===== src/rtl/alu_pkg.sv =====
// Shared ALU package: base ALU op constants, multiply/divide op encodings,
// multiply/divide FSM state encoding and operand-signedness helpers.
package alu_pkg;

  // Base single-cycle ALU operations
  typedef enum logic [3:0] {
    ALU_ADD  = 4'd0,
    ALU_SUB  = 4'd1,
    ALU_AND  = 4'd2,
    ALU_OR   = 4'd3,
    ALU_XOR  = 4'd4,
    ALU_SLL  = 4'd5,
    ALU_SRL  = 4'd6,
    ALU_SRA  = 4'd7,
    ALU_SLT  = 4'd8,
    ALU_SLTU = 4'd9
  } alu_op_e;

  // Multiply/divide operations; bit 2 marks the divide group, bit 1 the remainder pair
  typedef enum logic [2:0] {
    MDU_MUL    = 3'd0,
    MDU_MULH   = 3'd1,
    MDU_MULHSU = 3'd2,
    MDU_MULHU  = 3'd3,
    MDU_DIV    = 3'd4,
    MDU_DIVU   = 3'd5,
    MDU_REM    = 3'd6,
    MDU_REMU   = 3'd7
  } mdu_op_e;

  // Multiply/divide sequencer states
  typedef enum logic [1:0] {
    S_IDLE = 2'd0,
    S_CALC = 2'd1,
    S_FIX  = 2'd2,
    S_DONE = 2'd3
  } mdu_state_e;

  // True when operand A is interpreted as two's complement
  function automatic logic mdu_a_signed(input mdu_op_e op);
    logic v;
    case (op)
      MDU_MUL, MDU_MULH, MDU_MULHSU, MDU_DIV, MDU_REM: v = 1'b1;
      default:                                          v = 1'b0;
    endcase
    return v;
  endfunction

  // True when operand B is interpreted as two's complement
  function automatic logic mdu_b_signed(input mdu_op_e op);
    logic v;
    case (op)
      MDU_MUL, MDU_MULH, MDU_DIV, MDU_REM: v = 1'b1;
      default:                             v = 1'b0;
    endcase
    return v;
  endfunction

endpackage


===== src/rtl/alu_mdu_neg.sv =====
// Conditional two's-complement negate: o_val = i_neg ? -i_val : i_val.
module alu_mdu_neg #(
  parameter int N = 32
) (
  input  logic         i_neg,
  input  logic [N-1:0] i_val,
  output logic [N-1:0] o_val
);

  logic [N-1:0] w_inv_plus_one;

  assign w_inv_plus_one = ~i_val + {{(N-1){1'b0}}, 1'b1};
  assign o_val          = i_neg ? w_inv_plus_one : i_val;

endmodule


===== src/rtl/alu_mdu.sv =====
// Iterative multiply/divide unit. Operands are reduced to magnitudes on
// accept, N shift-add (multiply) or restoring-subtract (divide) steps run in
// CALC, and the sign is restored in FIX. Divide hardware is built only when
// the macro ALU_MDU_DIV_EN is defined; otherwise OP 4-7 complete at once with 0.
module alu_mdu
  import alu_pkg::*;
#(
  parameter int N = 32
) (
  input  logic         clk,
  input  logic         reset,
  input  logic         START,
  input  logic [2:0]   OP,
  input  logic [N-1:0] A,
  input  logic [N-1:0] B,
  output logic         BUSY,
  output logic         DONE,
  output logic [N-1:0] RESULT,
  output logic         ZERO
);

  localparam int            CW        = $clog2(N);
  localparam logic [CW-1:0] LAST_STEP = CW'(N - 1);
  localparam logic [N-1:0]  ALL_ZERO  = {N{1'b0}};
`ifdef ALU_MDU_DIV_EN
  localparam logic [N-1:0]  ALL_ONE   = {N{1'b1}};
  localparam logic [N-1:0]  MIN_NEG   = {1'b1, {(N-1){1'b0}}};
`endif

  mdu_state_e    r_state;
  mdu_op_e       r_op;
  logic          r_sa;
  logic          r_sb;
  logic [N-1:0]  r_hi;
  logic [N-1:0]  r_lo;
  logic [N-1:0]  r_b;
  logic [CW-1:0] r_cnt;
  logic          r_busy;
  logic          r_done;
  logic [N-1:0]  r_result;
  logic          r_zero;

  mdu_op_e       w_op;
  logic          w_sa;
  logic          w_sb;
  logic [N-1:0]  w_abs_a;
  logic [N-1:0]  w_abs_b;
  logic          w_special;
  logic [N-1:0]  w_special_result;
  logic [N:0]    w_sum;
  logic [N-1:0]  w_step_hi;
  logic [N-1:0]  w_step_lo;
  logic          w_q_neg;
  logic          w_lo_zero;
  logic          w_hi_neg;
  logic [N-1:0]  w_neg_lo;
  logic [N-1:0]  w_neg_hi;
  logic [N-1:0]  w_fix_result;
`ifdef ALU_MDU_DIV_EN
  logic          w_b_zero;
  logic          w_ovf;
  logic [N:0]    w_shift;
  logic [N:0]    w_diff;
`endif

  assign w_op = mdu_op_e'(OP);
  assign w_sa = mdu_a_signed(w_op) & A[N-1];
  assign w_sb = mdu_b_signed(w_op) & B[N-1];

  // Operand magnitudes captured on accept
  alu_mdu_neg #(.N(N)) u_neg_a (.i_neg(w_sa), .i_val(A), .o_val(w_abs_a));
  alu_mdu_neg #(.N(N)) u_neg_b (.i_neg(w_sb), .i_val(B), .o_val(w_abs_b));

  // Sign correction of the low half (product low / quotient) and high half (product high / remainder)
  alu_mdu_neg #(.N(N)) u_neg_lo (.i_neg(w_q_neg), .i_val(r_lo), .o_val(w_neg_lo));
  alu_mdu_neg #(.N(N)) u_neg_hi (.i_neg(w_hi_neg), .i_val(r_hi), .o_val(w_neg_hi));

`ifdef ALU_MDU_DIV_EN
  // Detect divide-by-zero and signed overflow, which finish without iterating
  always_comb begin
    w_b_zero = (B == ALL_ZERO);
    w_ovf    = ((w_op == MDU_DIV) || (w_op == MDU_REM)) && (A == MIN_NEG) && (B == ALL_ONE);
    w_special = OP[2] && (w_b_zero || w_ovf);
    if (w_b_zero) begin
      w_special_result = OP[1] ? A : ALL_ONE;
    end else if (w_ovf) begin
      w_special_result = OP[1] ? ALL_ZERO : A;
    end else begin
      w_special_result = ALL_ZERO;
    end
  end
`else
  // Without divide hardware every divide-group op finishes at once with zero
  always_comb begin
    w_special        = OP[2];
    w_special_result = ALL_ZERO;
  end
`endif

  // One iteration step: shift-add for multiply, restoring subtract for divide
  always_comb begin
    w_sum     = {1'b0, r_hi} + (r_lo[0] ? {1'b0, r_b} : {(N+1){1'b0}});
    w_step_hi = w_sum[N:1];
    w_step_lo = {w_sum[0], r_lo[N-1:1]};
`ifdef ALU_MDU_DIV_EN
    w_shift = {r_hi, r_lo[N-1]};
    w_diff  = w_shift - {1'b0, r_b};
    if (r_op[2]) begin
      if (!w_diff[N]) begin
        w_step_hi = w_diff[N-1:0];
        w_step_lo = {r_lo[N-2:0], 1'b1};
      end else begin
        w_step_hi = w_shift[N-1:0];
        w_step_lo = {r_lo[N-2:0], 1'b0};
      end
    end else begin
      w_step_hi = w_sum[N:1];
    end
`endif
  end

  // Decide which halves need negating; a negated 2N-bit product only carries into the high half when the low half is zero
  always_comb begin
    w_lo_zero = (r_lo == ALL_ZERO);
    w_q_neg   = r_sa ^ r_sb;
`ifdef ALU_MDU_DIV_EN
    if (r_op[2] && r_op[1]) begin
      w_hi_neg = r_sa;
    end else begin
      w_hi_neg = w_q_neg & w_lo_zero;
    end
`else
    w_hi_neg = w_q_neg & w_lo_zero;
`endif
  end

  // Select the sign-corrected result for the finished operation
  always_comb begin
    w_fix_result = ALL_ZERO;
    case (r_op)
      MDU_MUL:                         w_fix_result = w_neg_lo;
      MDU_MULH, MDU_MULHSU, MDU_MULHU: w_fix_result = (w_q_neg && !w_lo_zero) ? ~r_hi : w_neg_hi;
`ifdef ALU_MDU_DIV_EN
      MDU_DIV, MDU_DIVU:               w_fix_result = w_neg_lo;
      MDU_REM, MDU_REMU:               w_fix_result = w_neg_hi;
`endif
      default:                         w_fix_result = ALL_ZERO;
    endcase
  end

  // Sequencer: accept in IDLE/DONE, iterate N cycles, correct sign, pulse DONE
  always_ff @(posedge clk or posedge reset) begin
    if (reset) begin
      r_state  <= S_IDLE;
      r_op     <= MDU_MUL;
      r_sa     <= 1'b0;
      r_sb     <= 1'b0;
      r_hi     <= ALL_ZERO;
      r_lo     <= ALL_ZERO;
      r_b      <= ALL_ZERO;
      r_cnt    <= {CW{1'b0}};
      r_busy   <= 1'b0;
      r_done   <= 1'b0;
      r_result <= ALL_ZERO;
      r_zero   <= 1'b1;
    end else begin
      case (r_state)
        S_IDLE, S_DONE: begin
          r_done <= 1'b0;
          r_busy <= 1'b0;
          if (START) begin
            r_op <= w_op;
            r_sa <= w_sa;
            r_sb <= w_sb;
            if (w_special) begin
              r_state  <= S_DONE;
              r_done   <= 1'b1;
              r_result <= w_special_result;
              r_zero   <= (w_special_result == ALL_ZERO);
            end else begin
              r_state <= S_CALC;
              r_busy  <= 1'b1;
              r_hi    <= ALL_ZERO;
              r_lo    <= w_abs_a;
              r_b     <= w_abs_b;
              r_cnt   <= {CW{1'b0}};
            end
          end else begin
            r_state <= S_IDLE;
          end
        end
        S_CALC: begin
          r_hi <= w_step_hi;
          r_lo <= w_step_lo;
          if (r_cnt == LAST_STEP) begin
            r_state <= S_FIX;
            r_cnt   <= {CW{1'b0}};
          end else begin
            r_cnt <= r_cnt + {{(CW-1){1'b0}}, 1'b1};
          end
        end
        S_FIX: begin
          r_result <= w_fix_result;
          r_zero   <= (w_fix_result == ALL_ZERO);
          r_state  <= S_DONE;
          r_busy   <= 1'b0;
          r_done   <= 1'b1;
        end
        default: begin
          r_state <= S_IDLE;
          r_busy  <= 1'b0;
          r_done  <= 1'b0;
          r_cnt   <= {CW{1'b0}};
        end
      endcase
    end
  end

  assign BUSY   = r_busy;
  assign DONE   = r_done;
  assign RESULT = r_result;
  assign ZERO   = r_zero;

endmodule


===== config.mk =====
export PLATFORM = sky130hd
export DESIGN_NAME = alu_mdu
export DESIGN_NICKNAME = d
export VERILOG_FILES = /design/src/rtl/alu_pkg.sv /design/src/rtl/alu_mdu_neg.sv /design/src/rtl/alu_mdu.sv
export SDC_FILE = /design/constraint.sdc
export NUM_CORES = 1
export LEC_CHECK = 0
export BUFFER_PORTS_ARGS = -buffer_cell sky130_fd_sc_hd__clkbuf_2
export CORE_MARGIN = 3
export CORE_UTILIZATION = 30
export DETAILED_ROUTE_END_ITERATION = 12
export GPL_TIMING_DRIVEN = 0
export HOLD_SLACK_MARGIN = 0.08
export SLEW_MARGIN = 10
export SYNTH_ARGS = -nofsm -noshare
export SYNTH_HDL_FRONTEND = slang
export SYNTH_SLANG_ARGS = --single-unit

===== constraint.sdc =====
create_clock -name clk -period 6.08 [get_ports clk]
set_clock_uncertainty 0.1 [all_clocks]
set_input_delay 1.216 -clock clk [delete_from_list [all_inputs] [get_ports clk]]
set_output_delay 1.216 -clock clk [all_outputs]
set_load 0.03 [all_outputs]

==> out/metrics.yaml, run 1 <==
final_layout:
  layout-drive-gt1-share_pct: 12.1
  nets: 1526
  layout-area-overhead-vs-synth_pct: 16.6
  fillerInstances: 3615
  diodes: 0
  final_util_pct: 35.7
  final_cells: 1880
  finalInstanceArea_um2: 12400
worst_setup_path:
  cp-end-kind: "register"
  rr_worst_depth: 13
  crit_family: "compound AO/OA/AOI/OAI gates"
  cp_max_fo: 10
  path_class: "register to register"
  start_kind: "register"
  crit_required_ps: 6280
  cp_slowest_stage_delay_ps: 660
  crit_path_top_delay_cell: "a311oi_1"
  cp.depth: 13
  cp.arrival_ps: 4480
  path_buf_inv: 2
  crit_top_cell: "a311oi_1"
  path_cells: "clkbuf_1 -> nand2_1 -> inv_1 -> ha_1 -> a211oi_1 -> o21ai_0 -> nand4_1 -> a31oi_1 -> a311oi_1 -> a311oi_1 -> a21oi_1 -> xor2_1 -> o31ai_1"
clock_tree:
  htreeDepth: 4
  cts_made_buffers: 17
  clkTransAtPathRegs_ps: 60
  clk_path_buf_depth: 2
  cts.sinks: 143
  cts_tree: "done"
  cts.repair.resized: 0
  cts_root_buffer: "clkbuf_16"
  postCtsSetupBuffers: 0
  ctsHoldBuffers: 0
  clk_latency_ps: 440
place:
  placedCellCount: 1850
  dp_slack_ps: 1800
  gp_routability_congestion: 0.957
  dp_hpwl_um: 28200
  port-buffer-count: 103
  placed_area_um2: 11700
synthesis:
  synth_area_leaders: "dfrtp_1 33%, xnor2_1 6.6%, o21ai_0 6.5%"
  ys_ff_latch: 143
  yosysMostFrequentCell: "nand2_1"
  synth_edf_count: 0
  yosys.area.top_type: "dfrtp_1"
  synth_cell_type_count: 80
  syn_inst: 1291
  yosysWarnings: 0
  syn_avg_cell_area_um2: 8.23
  synth_nets: 1403
  syn-cell-area_um2: 10600
  yosysSeqAreaShare_pct: 33.7
  synthFlopType: "dfrtp_1"
  synth_top_area_share_pct: 33.5
  synth_common_cells: "152 x nand2_1, 142 x dfrtp_1, 138 x o21ai_0, 105 x a21oi_1, 88 x nor2_1"
  synth-async-reset-ratio_pct: 100
detailed_routing:
  final_antenna_net_count: 0
  viasPerCell: 5.35
  num_vias: 10066
  wl_um: 35300
  initialDrtViolationCount: 778
  drc: 0
  drtPass1Iterations: 6
  wire_per_inst_um: 18.8
global_routing:
  grt_max_degree: 112
  grt_pass1_vias: 9428
  met1_usage_pct: 26.5
  gr-total-overflow: 0
  grt_use_total_pct: 18.4
  grt_busiest_layer: "met2"
  antenna_found_initial: 0
  grt_pass1_wl_um: 55200
  grt.met2_usage_pct: 28.8
  use_met3_pct: 3.21
timing:
  hold_violations: 0
  slew_headroom_pct: 29.7
  timing.fmax_ghz: 0.233
  setup_viol: 0
  tightest_slew_ps: 1050
  hold_slack_ps: 371
  rsz0062_at_grt: "no"
  period_minus_slack_ps: 4290
  slew_viol_final: 0
  fin_crit_sh_pct: 70.5
  setup_ws_ps: 1790
floorplan:
  fp.dieW_um: 194
  io-pin-count: 105
  fp.dieH_um: 194
  rows: 68
  core_um2: 34700
  die_area_um2: 37700
  start_util_pct: 30.6
min_path:
  hold_class: "register to register"
  min_path_cells: 2
power:
  p_leak_nw: 5.32
  p_per_area_nw_per_um2: 552
  ir_drop_mv: 0.264
run:
  maxCapViolCount: 0
status:
  outcome: "complete, no violations"
[layout by cell type, fill, tap and decap left out, drive strengths merged, types with 22 or more instances in the layout]
cell type	n
xor2	57
nor4	26
dfrtp	142
o21ai	139
a21oi	105
nor3	40
nor2	89
ha	41
xnor2	80
a31oi	26
nand2	152
inv	32
clkbuf	184
or3	22
and2	39
[final cells by class]
class                           count  area, µm²  share of cell area [%]
Multi-Input combinational cell   1041       6560                    53.0
Tap cell                          455        569                    4.60
Buffer                             75        358                    2.89
Inverter                           32        128                    1.03
Clock inverter                     11        215                    1.74
Timing Repair Buffer              104        543                    4.38
Clock buffer                       19        433                    3.49
Sequential cell                   143       3580                    28.9
[path summary, 6_finish.rpt]
check / start / end / slack, ps
worst max-delay path: r_lo[0] / r_hi[30] / 1790
min in group asynchronous: reset / r_b[4] / 640
worst max register to register: r_lo[0] / r_hi[30] / 1790
worst min-delay path: r_b[27] / r_b[27] / 370
max in group asynchronous: reset / RESULT[8] / 4410
worst min register to register: r_b[27] / r_b[27] / 370
[layer usage]
layer  vias to the layer above  wire length, µm
met4                         0              580
met2                       269            15900
met1                      4834            17000
li1                       4933                -
met5                         -                0
met3                        30             1840
[cell families after synthesis]
| group | count (synthesis) | synth area share, % |
|---|---|---|
| AO/OA/AOI/OAI | 410 | 23.7 |
| XOR/XNOR | 137 | 11.3 |
| adder cells (fa/ha/maj) | 42 | 5.02 |
| buffers and inverters | 107 | 4.50 |
| flip-flops | 143 | 33.7 |
| multiplexers | 5 | 0.495 |
| AND/OR/NAND/NOR | 447 | 21.3 |
[report_power, final]
group / switching, mW / total (mW) / internal, mW
registers: 0.348 / 1.64 / 1.29
clock network: 0.419 / 1.18 / 0.764
logic: 2.61 / 4.01 / 1.40
[worst reg2reg max path: stages, from the launching register on]
cell	delay, ps
dfrtp_1	610
clkbuf_1	570
nand2_1	220
inv_1	100
ha_1	240
a211oi_1	360
o21ai_0	210
nand4_1	180
a31oi_1	170
a311oi_1	660
a311oi_1	270
a21oi_1	230
xor2_1	170
o31ai_1	80
[registers in the layout, summed over array words and instances, names as in the netlist, 2 cells and up]
register and cells:
r_hi 32, r_b 32, r_cnt 5, r_lo 32
r_op 3, r_state 2, RESULT 32
[stage by stage]
stage | power, mW | TNS, ps
after global routing | 7.30 | 0
after floorplan | 4.32 | 0
final | 6.84 | 0
after global placement | 5.55 | -117850
after CTS | 6.81 | 0
after detailed placement | 5.61 | 0
Power figures use the tool's default switching activity.
==> run 2, diff against run 1 <==
==> constraint.sdc (replaced) <==
create_clock -name clk -period 3.76 [get_ports clk]
set_clock_uncertainty 0.1 [all_clocks]
set_input_delay 0.752 -clock clk [delete_from_list [all_inputs] [get_ports clk]]
set_output_delay 0.752 -clock clk [all_outputs]
set_load 0.03 [all_outputs]
==> run 2 against run 1 <==
Against the previous run: combinational power up 62%; clock-buffer cell count down 2; non-clock buffer count up 7; sequential cell count unchanged; power up 58%; core utilization up 0.16 points; sequential share of layout area down 0.12 points; first-iteration DRC count down 16%; largest cell class unchanged; fmax up 17%; clock power up 40%; cell count up 0.53%.
==> out/metrics.yaml, run 2 (synthesis results as in run 1) <==
status:
  outcome: "complete, no violations"
global_routing:
  gr-total-overflow: 0
  grt_use_total_pct: 18.3
  grt_max_degree: 37
  grt_pass1_wl_um: 55500
  antenna_found_initial: 0
  grt_pass1_vias: 9758
timing:
  tightest_slew_ps: 926
  period_minus_slack_ps: 3660
  hold_slack_ps: 164
  hold_violations: 0
  timing.fmax_ghz: 0.273
  fin_crit_sh_pct: 97.3
  slew_headroom_pct: 38.0
  rsz0062_at_grt: "no"
  slew_viol_final: 0
  setup_viol: 0
final_layout:
  layout-area-overhead-vs-synth_pct: 17.2
  fillerInstances: 3637
  seqCellArea_um2: 3580
  nets: 1533
  layout-drive-gt1-share_pct: 13.5
  final_cells: 1890
  multi_input_area_um2: 6620
  final_common_cell: "nand2_1"
  final_cell_mix: "152 x nand2_1, 141 x dfrtp_1, 137 x o21ai_0"
detailed_routing:
  wl_um: 35200
  num_vias: 10162
  drc: 0
  initialDrtViolationCount: 650
  wire_per_inst_um: 18.6
  viasPerCell: 5.38
  drtPass1Iterations: 6
  final_antenna_net_count: 0
floorplan:
  start_util_pct: 30.6
  fp.dieW_um: 194
  io-pin-count: 105
  rows: 68
  die_area_um2: 37700
  fp.dieH_um: 194
  core_um2: 34700
clock_tree:
  htreeDepth: 4
  cts_made_buffers: 17
  cts_root_buffer: "clkbuf_16"
  ctsHoldBuffers: 0
  cts.sinks: 143
  cts_tree: "done"
  clkTransAtPathRegs_ps: 70
  clk_latency_ps: 440
  clk_path_buf_depth: 2
power:
  power_mw: 10.8
  p_per_area_nw_per_um2: 869
  ir_drop_mv: 0.384
  p_leak_nw: 5.34
worst_setup_path:
  crit-reg2reg-launch: "r_lo[2]"
  start_kind: "register"
  rrSetupSlack_ps: 100
  r2r_end: "ZERO"
  rr_worst_depth: 11
  crit_required_ps: 4010
  cp_max_fo: 7
  cp-end-kind: "register"
  cp.arrival_ps: 3910
  path_class: "register to register"
place:
  placedCellCount: 1853
  port-buffer-count: 103
  gp_routability_congestion: 0.974
  dp_hpwl_um: 28000
run:
  maxCapViolCount: 0
min_path:
  hold_class: "primary input to async pin"
==> run 2: cell count changes in the layout (fill, tap and decap cells not counted), moves of 4 or more <==
cell	before	now
bufinv_16	6	0
inv_6	0	5
buf_12	0	4
buf_4	1	5
clkbuf_1	59	55
clkinvlp_4	1	5
==> run 2: worst max path at each step <==
stage / start / to / slack [ps] / cells past startpoint
floorplan: A[4] / r_lo[29] / 490 / 9
global placement: r_lo[0] / r_hi[24] / -410 / 13
detailed placement: r_lo[0] / r_hi[23] / -430 / 12
CTS: r_lo[0] / r_hi[24] / 60 / 12
global route: r_lo[2] / ZERO / 1 / 11
finish: r_lo[2] / ZERO / 100 / 11
==> run 2: power breakdown <==
group | leakage (nW) | internal, mW | switching, mW
Sequential | 1.84 | 2.09 | 0.572
Clock | 0.261 | 0.866 | 0.780
Combinational | 3.24 | 2.29 | 4.21
==> run 2: stage by stage <==
step	utilization, %	setup WS, ps	TNS (ps)	cell area (µm²)
floorplan	-	490	0	10600
global placement	33.7	-405	-3420	11700
detailed placement	34.0	-432	-3390	11800
CTS	35.6	64.2	0	12400
global route	35.8	1.31	0	12400
finish	35.8	103	0	12400
==> run 2: critical path: stages (launching register included) <==
cell and delay, ps:
dfrtp_1 360, clkbuf_1 210, nor3_1 740, and4_1 300
clkbuf_1 260, and2_1 240, a21oi_1 100, xnor2_1 350
o22ai_1 250, nor3_1 240, nand4_1 140, o32ai_2 280
==> run 2: cell type report <==
type / count / share of cell area [%]
clock buffers: 17 / 3.42
well taps: 455 / 4.58
plain buffers: 75 / 2.90
diodes: 1 / 0.0201
clock inverters: 15 / 1.06
inverters: 32 / 0.996
repair buffers: 111 / 5.03
multi-input cells: 1041 / 53.2
flip-flops and latches: 143 / 28.8
==> run 2: routing by layer <==
layer | track usage [%] | routed length (µm) | up-vias | part of all wire (%)
li1 | - | - | 4961 | -
met1 | 26.0 | 16700 | 4891 | 47
met2 | 28.8 | 15800 | 267 | 45
met3 | 2.92 | 1920 | 43 | 5.5
met4 | 5.16 | 741 | 0 | 2.1
met5 | 0 | 0 | - | 0
==> run 2: timing repair <==
item                                   in CTS  in global routing
pin swaps                                   1                  2
setup endpoints to repair                  12                 10
endpoints found under the hold margin       0                  0
setup buffers                               1                  3
gates resized for setup                     4                 10
==> run 3, diff against run 2 <==
--- a/config.mk
+++ b/config.mk
@@ -6,7 +6,6 @@
 export NUM_CORES = 1
 export LEC_CHECK = 0
 export BUFFER_PORTS_ARGS = -buffer_cell sky130_fd_sc_hd__clkbuf_2
-export CORE_MARGIN = 3
 export CORE_UTILIZATION = 30
 export DETAILED_ROUTE_END_ITERATION = 12
 export GPL_TIMING_DRIVEN = 0
==> run 3 against run 2 <==
Against the previous run: register-to-register slack gained 70 ps; via count grew 0.35%; cell count is essentially flat; critical path depth is the same; non-clock buffer count is the same; power grew 1.4%; cell area grew 0.27%; core utilization grew 0.097 points; wire length shrank 1.6%; global-route usage grew 1.1 points; critical path type unchanged.
==> out/metrics.yaml, run 3 (synthesis results as in run 1) <==
global_routing:
  grt_max_degree: 37
  grt_use_total_pct: 19.4
  antenna_found_initial: 0
  grt_pass1_vias: 9614
  gr-total-overflow: 0
  grt_pass1_wl_um: 54500
final_layout:
  multi_input_area_um2: 6590
  seqCellArea_um2: 3580
  final_util_pct: 35.9
  final_common_cell: "nand2_1"
  final_cells: 1889
  diodes: 0
  nets: 1533
  layout-area-overhead-vs-synth_pct: 17.5
  layout-drive-gt1-share_pct: 13.2
  final_cell_mix: "152 x nand2_1, 141 x dfrtp_1, 137 x o21ai_0"
  fillerInstances: 3688
run:
  maxCapViolCount: 0
floorplan:
  core_um2: 34700
  fp.dieH_um: 190
  die_area_um2: 36200
  rows: 68
  start_util_pct: 30.6
  io-pin-count: 105
  fp.dieW_um: 190
place:
  placedCellCount: 1853
  port-buffer-count: 103
  dp_hpwl_um: 27500
  gp_routability_congestion: 1.01
detailed_routing:
  wl_um: 34600
  initialDrtViolationCount: 717
  wire_per_inst_um: 18.3
  drtPass1Iterations: 5
  num_vias: 10198
  viasPerCell: 5.40
  final_antenna_net_count: 0
  drc: 0
clock_tree:
  ctsHoldBuffers: 0
  cts_tree: "done"
  cts_root_buffer: "clkbuf_16"
  clk_path_buf_depth: 2
  cts_made_buffers: 17
  htreeDepth: 4
  clk_latency_ps: 440
  cts.sinks: 143
  clkTransAtPathRegs_ps: 70
timing:
  slew_viol_final: 0
  slew_headroom_pct: 37.9
  hold_slack_ps: 186
  rsz0062_at_grt: "no"
  period_minus_slack_ps: 3590
  hold_violations: 0
  tightest_slew_ps: 929
  timing.fmax_ghz: 0.279
  fin_crit_sh_pct: 95.4
  setup_viol: 0
  finalSetupTns_ps: 0
worst_setup_path:
  rr_worst_depth: 11
  rrSetupSlack_ps: 170
  cp.arrival_ps: 3830
  crit_required_ps: 4010
  start_kind: "register"
  cp-end-kind: "register"
  cp_max_fo: 10
  path_class: "register to register"
  crit-reg2reg-launch: "r_lo[3]"
  r2r_end: "ZERO"
power:
  p_switching_mw: 5.48
  ir_drop_mv: 0.411
  p_leak_nw: 5.36
  combPwrFrac_pct: 59.0
  clkPwrFrac_pct: 16.7
  seqPwrFrac_pct: 24.3
  p_int_mw: 5.49
  p_per_area_nw_per_um2: 879
  switching_share_pct: 49.9
status:
  outcome: "complete, no violations"
min_path:
  hold_class: "primary input to async pin"
-- run 3: cell count changes in the layout (fill, tap and decap cells not counted), moves of 2 or more --
cell / before / now
clkbuf_1: 55 / 57
bufinv_16: 0 / 4
clkinv_2: 0 / 2
inv_6: 5 / 2
clkinv_4: 4 / 2
inv_8: 2 / 0
xnor2_1: 78 / 80
xnor2_2: 2 / 0
-- run 3: worst max-delay path, stage by stage (launching register included) --
cell      delay [ps]
dfrtp_1          360
clkbuf_1         210
nor4_1           350
buf_2            290
nand4_1          280
or3_1            510
o31ai_1          320
xor2_1           230
o22ai_1          150
nor4_1           270
nand4_1          150
o32ai_2          280
-- run 3: stage by stage --
step	power [mW]	cell area, µm²	setup slack (ps)
floorplan	6.98	10600	490
global placement	8.91	11700	-378
detailed placement	9.00	11800	-398
CTS	10.9	12400	50.2
global route	11.7	12500	2.90
finish	11.0	12500	173
-- run 3: routing by layer --
metal | share of wire (%) | vias up | routed length, µm | global-route usage, %
met4 | 2.2 | 0 | 768 | 6.46
met2 | 45 | 283 | 15400 | 30.0
met5 | 0 | - | 0 | 0
li1 | - | 4960 | - | -
met1 | 48 | 4913 | 16800 | 27.5
met3 | 4.7 | 42 | 1640 | 2.75
-- run 3: worst max-delay path by stage --
stage,start,endpoint,slack [ps],cells past startpoint
2_1_floorplan,A[4],r_lo[29],490,9
3_3_place_gp,r_lo[0],r_hi[24],-380,13
3_5_place_dp,r_lo[0],r_hi[23],-400,12
4_1_cts,r_lo[0],ZERO,50,12
5_1_grt,r_lo[3],ZERO,3,11
6_report,r_lo[3],ZERO,170,11
-- run 3: layout make-up --
cell class | count | share of cell area, %
Clock inverter | 13 | 1.50
Multi-Input combinational cell | 1041 | 52.8
Clock buffer | 19 | 3.47
Buffer | 75 | 2.91
Tap cell | 455 | 4.56
Sequential cell | 143 | 28.7
Timing Repair Buffer | 111 | 5.01
Inverter | 32 | 0.993
-- run 3: power by group through the flow --
stage / sequential [mW] / clock, mW / combinational, mW
floorplan: 2.70 / 0 / 4.28
global placement: 2.65 / 0 / 6.26
detailed placement: 2.67 / 0 / 6.33
CTS: 2.65 / 1.85 / 6.36
global route: 2.73 / 1.93 / 7.02
finish: 2.66 / 1.83 / 6.47
-- run 3: timing repair --
action / CTS / global route
pin swaps: 0 / 2
buffers inserted: 0 / 4
gates cloned: 0 / 0
resized for setup: 4 / 9
endpoints found under the setup margin: 12 / 6
